`config.mk`:
```
export PLATFORM = sky130hd
export DESIGN_NAME = seg_scan_ctrl
export DESIGN_NICKNAME = d
export VERILOG_FILES = /design/src/rtl/seg_scan_ctrl.sv
export SDC_FILE = /design/constraint.sdc
export NUM_CORES = 1
export LEC_CHECK = 0
export ABC_AREA = 1
export CAP_MARGIN = 25
export CELL_PAD_IN_SITES_DETAIL_PLACEMENT = 0
export CELL_PAD_IN_SITES_GLOBAL_PLACEMENT = 2
export CORE_MARGIN = 3
export CORE_UTILIZATION = 32
export DETAILED_ROUTE_END_ITERATION = 12
export HOLD_SLACK_MARGIN = 0.06
export PLACE_DENSITY_LB_ADDON = 0.15
export REMOVE_ABC_BUFFERS = 1
export SYNTH_ARGS = -nofsm -noshare
export SYNTH_HDL_FRONTEND = slang
export SYNTH_SLANG_ARGS = --single-unit
```
`constraint.sdc`:
```
create_clock -name CLK -period 3.5 [get_ports CLK]
set_clock_uncertainty 0.15 [all_clocks]
set_input_delay 0.35 -clock CLK [delete_from_list [all_inputs] [get_ports CLK]]
set_output_delay 0.35 -clock CLK [all_outputs]
set_load 0.01 [all_outputs]
```
`src/rtl/seg_scan_ctrl.sv`:
```
// Multiplexed 8-digit seven-segment scanner for the dice game: shows both dice and a status word.
// Optional `SEG_BLINK_EN: blinks the dice digits while a re-roll is pending.
module seg_scan_ctrl #(
    parameter int unsigned REFRESH_DIV  = 100000,
    parameter int unsigned BLANK_CYCLES = 1000
) (
    input  logic       CLK,
    input  logic       reset,
    input  logic       Win,
    input  logic       Lose,
    input  logic       Roll,
    input  logic [2:0] Dice1,
    input  logic [2:0] Dice2,
    output logic [7:0] Anode,
    output logic [6:0] Cathode
);

    localparam int unsigned CntW = (REFRESH_DIV > 2) ? $clog2(REFRESH_DIV) : 1;
    localparam logic [CntW-1:0] CntLast = CntW'(REFRESH_DIV - 1);

    localparam logic [6:0] SegBlank = 7'h7F;
    localparam logic [6:0] SegDash  = 7'h3F;

    logic [CntW-1:0] cnt_q, cnt_d;
    logic [2:0]      dig_q, dig_d;
    logic [7:0]      anode_q, anode_d;
    logic [6:0]      cathode_q, cathode_d;
    logic            tick;
    logic            blank_dice;
    logic [6:0]      glyph;

    function automatic logic [6:0] die_glyph(input logic [2:0] v);
        logic [6:0] g;
        case (v)
            3'd1:    g = 7'h79;
            3'd2:    g = 7'h24;
            3'd3:    g = 7'h30;
            3'd4:    g = 7'h19;
            3'd5:    g = 7'h12;
            3'd6:    g = 7'h02;
            default: g = SegDash;
        endcase
        return g;
    endfunction

    // pos 3 is the leftmost status digit (digit 7).
    function automatic logic [6:0] status_glyph(input logic w, input logic l, input logic r,
                                                input logic [1:0] pos);
        logic [6:0] g;
        g = SegBlank;
        if (w) begin
            case (pos)
                2'd3:    g = 7'h0C;
                2'd2:    g = 7'h08;
                default: g = 7'h12;
            endcase
        end else if (l) begin
            case (pos)
                2'd3:    g = 7'h47;
                2'd2:    g = 7'h40;
                2'd1:    g = 7'h12;
                default: g = 7'h06;
            endcase
        end else if (r) begin
            case (pos)
                2'd3:    g = 7'h2F;
                2'd2:    g = 7'h23;
                default: g = 7'h47;
            endcase
        end
        return g;
    endfunction

    assign tick = (cnt_q == CntLast);

`ifdef SEG_BLINK_EN
    logic [8:0] blink_q, blink_d;

    always_comb begin
        blink_d = blink_q;
        if (tick) begin
            blink_d = blink_q + 9'd1;
        end
    end

    always_ff @(posedge CLK or posedge reset) begin
        if (reset) begin
            blink_q <= '0;
        end else begin
            blink_q <= blink_d;
        end
    end

    assign blank_dice = Roll & ~Win & ~Lose & blink_q[8];
`else
    assign blank_dice = 1'b0;
`endif

    always_comb begin
        cnt_d = tick ? '0 : cnt_q + 1'b1;
        dig_d = tick ? dig_q + 3'd1 : dig_q;
    end

    always_comb begin
        glyph = SegBlank;
        case (dig_d)
            3'd0:       glyph = blank_dice ? SegBlank : die_glyph(Dice2);
            3'd1:       glyph = blank_dice ? SegBlank : die_glyph(Dice1);
            3'd2, 3'd3: glyph = SegBlank;
            default:    glyph = status_glyph(Win, Lose, Roll, dig_d[1:0]);
        endcase
    end

    // Outputs are registered from the next-state values so they line up with cnt/dig.
    always_comb begin
        anode_d   = (32'(cnt_d) < BLANK_CYCLES) ? 8'hFF : ~(8'b1 << dig_d);
        cathode_d = tick ? glyph : cathode_q;
    end

    always_ff @(posedge CLK or posedge reset) begin
        if (reset) begin
            cnt_q     <= '0;
            dig_q     <= '0;
            anode_q   <= 8'hFF;
            cathode_q <= SegBlank;
        end else begin
            cnt_q     <= cnt_d;
            dig_q     <= dig_d;
            anode_q   <= anode_d;
            cathode_q <= cathode_d;
        end
    end

    assign Anode   = anode_q;
    assign Cathode = cathode_q;

endmodule

```
==> flow_summary.toml <==
[run_status]
status = "complete, no violations"

[logic_synthesis]
synthArstFlopShare = 1.000
seq_area_frac_synth = 0.3561
ys_warn_count = 0
ys_types = 32
synthCells = 351
syn_avg_cell_area_um2 = 7.158
synth-main-ff-cell = "dfrtp_1"
syn-cell-area_um2 = 2512
synth-seq-cells = 35
synth_enable_flop_cells = 0

[clock_network]
cts_made_buffers = 5
clk_path_buf_depth = 2
htreeDepth = 2
clk_latency_ns = 0.29
cts_sinks = 35
cts_hold_buf = 0
cts_tree = "built"
clkTransAtPathRegs_ns = 0.08
cts-root-buf = "clkbuf_8"

[final_layout]
ff_latch_area_um2 = 894.6
nets = 400
fill_cells = 821
syn2layout_area_growth_pct = 20.22
multiInputGateArea_um2 = 1321
stdcell_count = 480
drive_gt1_frac = 0.1969
insertedDiodeCount = 0

[floorplan]
die_y_um = 94.61
rows = 31
ios = 26
core_um2 = 7447
die_x_um = 94.61
die_area_um2 = 8950
initial_core_util = 0.3374

[sta]
post-route-min-period_ns = 3.040
final-setup-viol-count = 0
worst_pin_slew_ns = 0.6258
slew_viol_final = 0
fmaxAchievable_mhz = 329.0
final-hold-violation-count = 0
setup_tns_ns = 0
rsz0062_at_grt = "no"
slew_headroom = 0.5816
finalCritPeriodShare = 0.8685
hold_slack_ns = 0.2739

[setup_path]
required_ns = 3.58
cp.arrival_ns = 3.12
cpMostUsedCell = "nand2_1"
critical_path_peak_fanout = 13
cp_cell_sequence = "ha_1, nand3_2, inv_2, nand3_4, or2_0, nand2_1, inv_1, ha_1, nor2_1, inv_1, o211ai_4, nand3_1, nand2_1, nand2_1, nand2_1"
critical_path_buf_inv_count = 3
cp_slowest_cell = "dfrtp_1"
worst_setup_path_end_kind = "register"
crit_type = "reg2reg"
crit_path_start_kind = "register"
cp_top_family = "simple AND/OR/NAND/NOR gates"
slowest_delay_ns = 0.38

[drt]
vias = 2192
wl_um = 5915
wire_per_inst_um = 12.32
first_pass_iters = 4
ant_nets = 0
drc_errors = 0
drt_iter0_drc = 82
viasPerCell = 4.567

[global_routing]
grt_max_degree = 14
grt_usage = 0.1511
grt-ovfl-total = 0
grt_pass1_vias = 2242
antenna_found_initial = 0
grt_pass1_wl_um = 10540

[pwr]
netSwitchingPower_mw = 0.1944
power_mw = 0.9100
vdd_drop_max_uv = 117.6
p_leak_nw = 1.484
power.share.sequential = 0.445
power.density_nw_per_um2 = 301.3
p_clk_frac = 0.488
internal-power_mw = 0.7156
p_sw_frac = 0.2136
share_comb_of_total_power = 0.066

[placement]
hpwl_um = 4810
port_buffers = 25
place_congestion = 0.7629
dp_cells = 472

[worst_hold_path]
hold_path_class = "in2async"

[run]
max_cap_violations = 0
## sequential cells by signal (all words and copies together), names as in the netlist
| signal | count |
|---|---|
| cnt_q | 17 |
| Anode | 8 |
| Cathode | 7 |
| dig_q | 3 |
## routing by layer
metal,up-vias,wire length [µm],track usage
met5,-,0,0
met4,0,152,0.05769
met3,13,161,0.02390
met2,30,3003,0.2730
met1,999,2598,0.1779
li1,1150,-,-
## placed cells by master (no fill, tap or decap), types with 2 or more instances in the layout
master / instances
nand2_1: 79
clkdlybuf4s50_1: 25
dfrtp_1: 20
clkbuf_8: 5
nor3_1: 3
xor2_1: 4
nand3_2: 8
buf_4: 3
nand4_1: 10
nor2_4: 4
clkinv_1: 2
dfstp_2: 15
nor3_2: 3
nor2_2: 6
bufinv_16: 2
nand3_1: 29
nand2_2: 13
nor2_1: 48
inv_1: 54
o21ai_0: 13
ha_1: 9
nand3_4: 2
inv_2: 9
a21oi_1: 4
## per-stage QoR
step | utilization | cell area [µm²] | worst slack [ns]
finish | 0.4056 | 3020 | 0.4603
global route | 0.4056 | 3020 | 0.1002
CTS | 0.4046 | 3013 | 0.2898
detailed placement | 0.3863 | 2877 | 0.3292
global placement | 0.3826 | 2849 | 0.3983
floorplan | - | 2452 | 0.8302
## timing repair
action                                  4_1_cts  5_1_grt
endpoints found under the setup margin        0        2
gates resized for setup                       0        1
setup buffers                                 0        0
## layout make-up
cell class              instances  area share
repair buffers                 29     0.09942
clock buffers                   5     0.02278
clock inverters                 3     0.02237
flip-flops and latches         35      0.2962
multi-input cells             244      0.4374
well taps                      99     0.04101
inverters                      65     0.08078
## cell usage after synthesis (2+ instances only)
| cell | instances | area, µm² |
|---|---|---|
| buf_4 | 3 | 22.52 |
| dfstp_2 | 15 | 394.1 |
| nand3_1 | 29 | 145.1 |
| nor3_2 | 3 | 30.03 |
| nand2_2 | 13 | 81.33 |
| inv_2 | 9 | 33.78 |
| nand4_1 | 10 | 62.56 |
| xor2_1 | 4 | 35.03 |
| inv_1 | 54 | 202.7 |
| o21ai_0 | 13 | 65.06 |
| buf_6 | 3 | 33.78 |
| nor2_2 | 6 | 37.54 |
| nand3_2 | 9 | 90.09 |
| clkinv_1 | 2 | 7.510 |
| dfrtp_1 | 20 | 500.5 |
| a21oi_1 | 4 | 20.02 |
| nor3_1 | 3 | 15.01 |
| nand2_1 | 79 | 296.5 |
| nor2_4 | 4 | 45.04 |
| ha_1 | 9 | 112.6 |
| nor2_1 | 48 | 180.2 |
## final timing paths
path / from / endpoint / slack [ns] / cells after the start
min: reset / cnt_q[2] / 0.27 / 2
max: cnt_q[0] / Cathode[1] / 0.46 / 15
min in group CLK: cnt_q[0] / cnt_q[0] / 0.31 / 1
min reg2reg: cnt_q[0] / cnt_q[0] / 0.31 / 1
max reg2reg: cnt_q[0] / Cathode[1] / 0.46 / 15
max in group asynchronous: reset / Anode[3] / 2.18 / 4
## power by group through the flow
stage	registers [mW]	logic [mW]	clock network (mW)
floorplan	0.412	0.0320	0
global placement	0.412	0.0590	0
detailed placement	0.412	0.0615	0
CTS	0.405	0.0618	0.457
global route	0.405	0.0689	0.477
finish	0.405	0.0605	0.444
## cells by family after synthesis
logic type               Yosys count  share of synthesized area
AO/OA/AOI/OAI                     23                    0.05628
XOR/XNOR                           4                    0.01394
adder cells (fa/ha/maj)            9                    0.04482
buffers and inverters             72                     0.1210
flip-flops                        35                     0.3561
AND/OR/NAND/NOR                  208                     0.4079
Note: power is estimated with default switching activity, not from simulation.
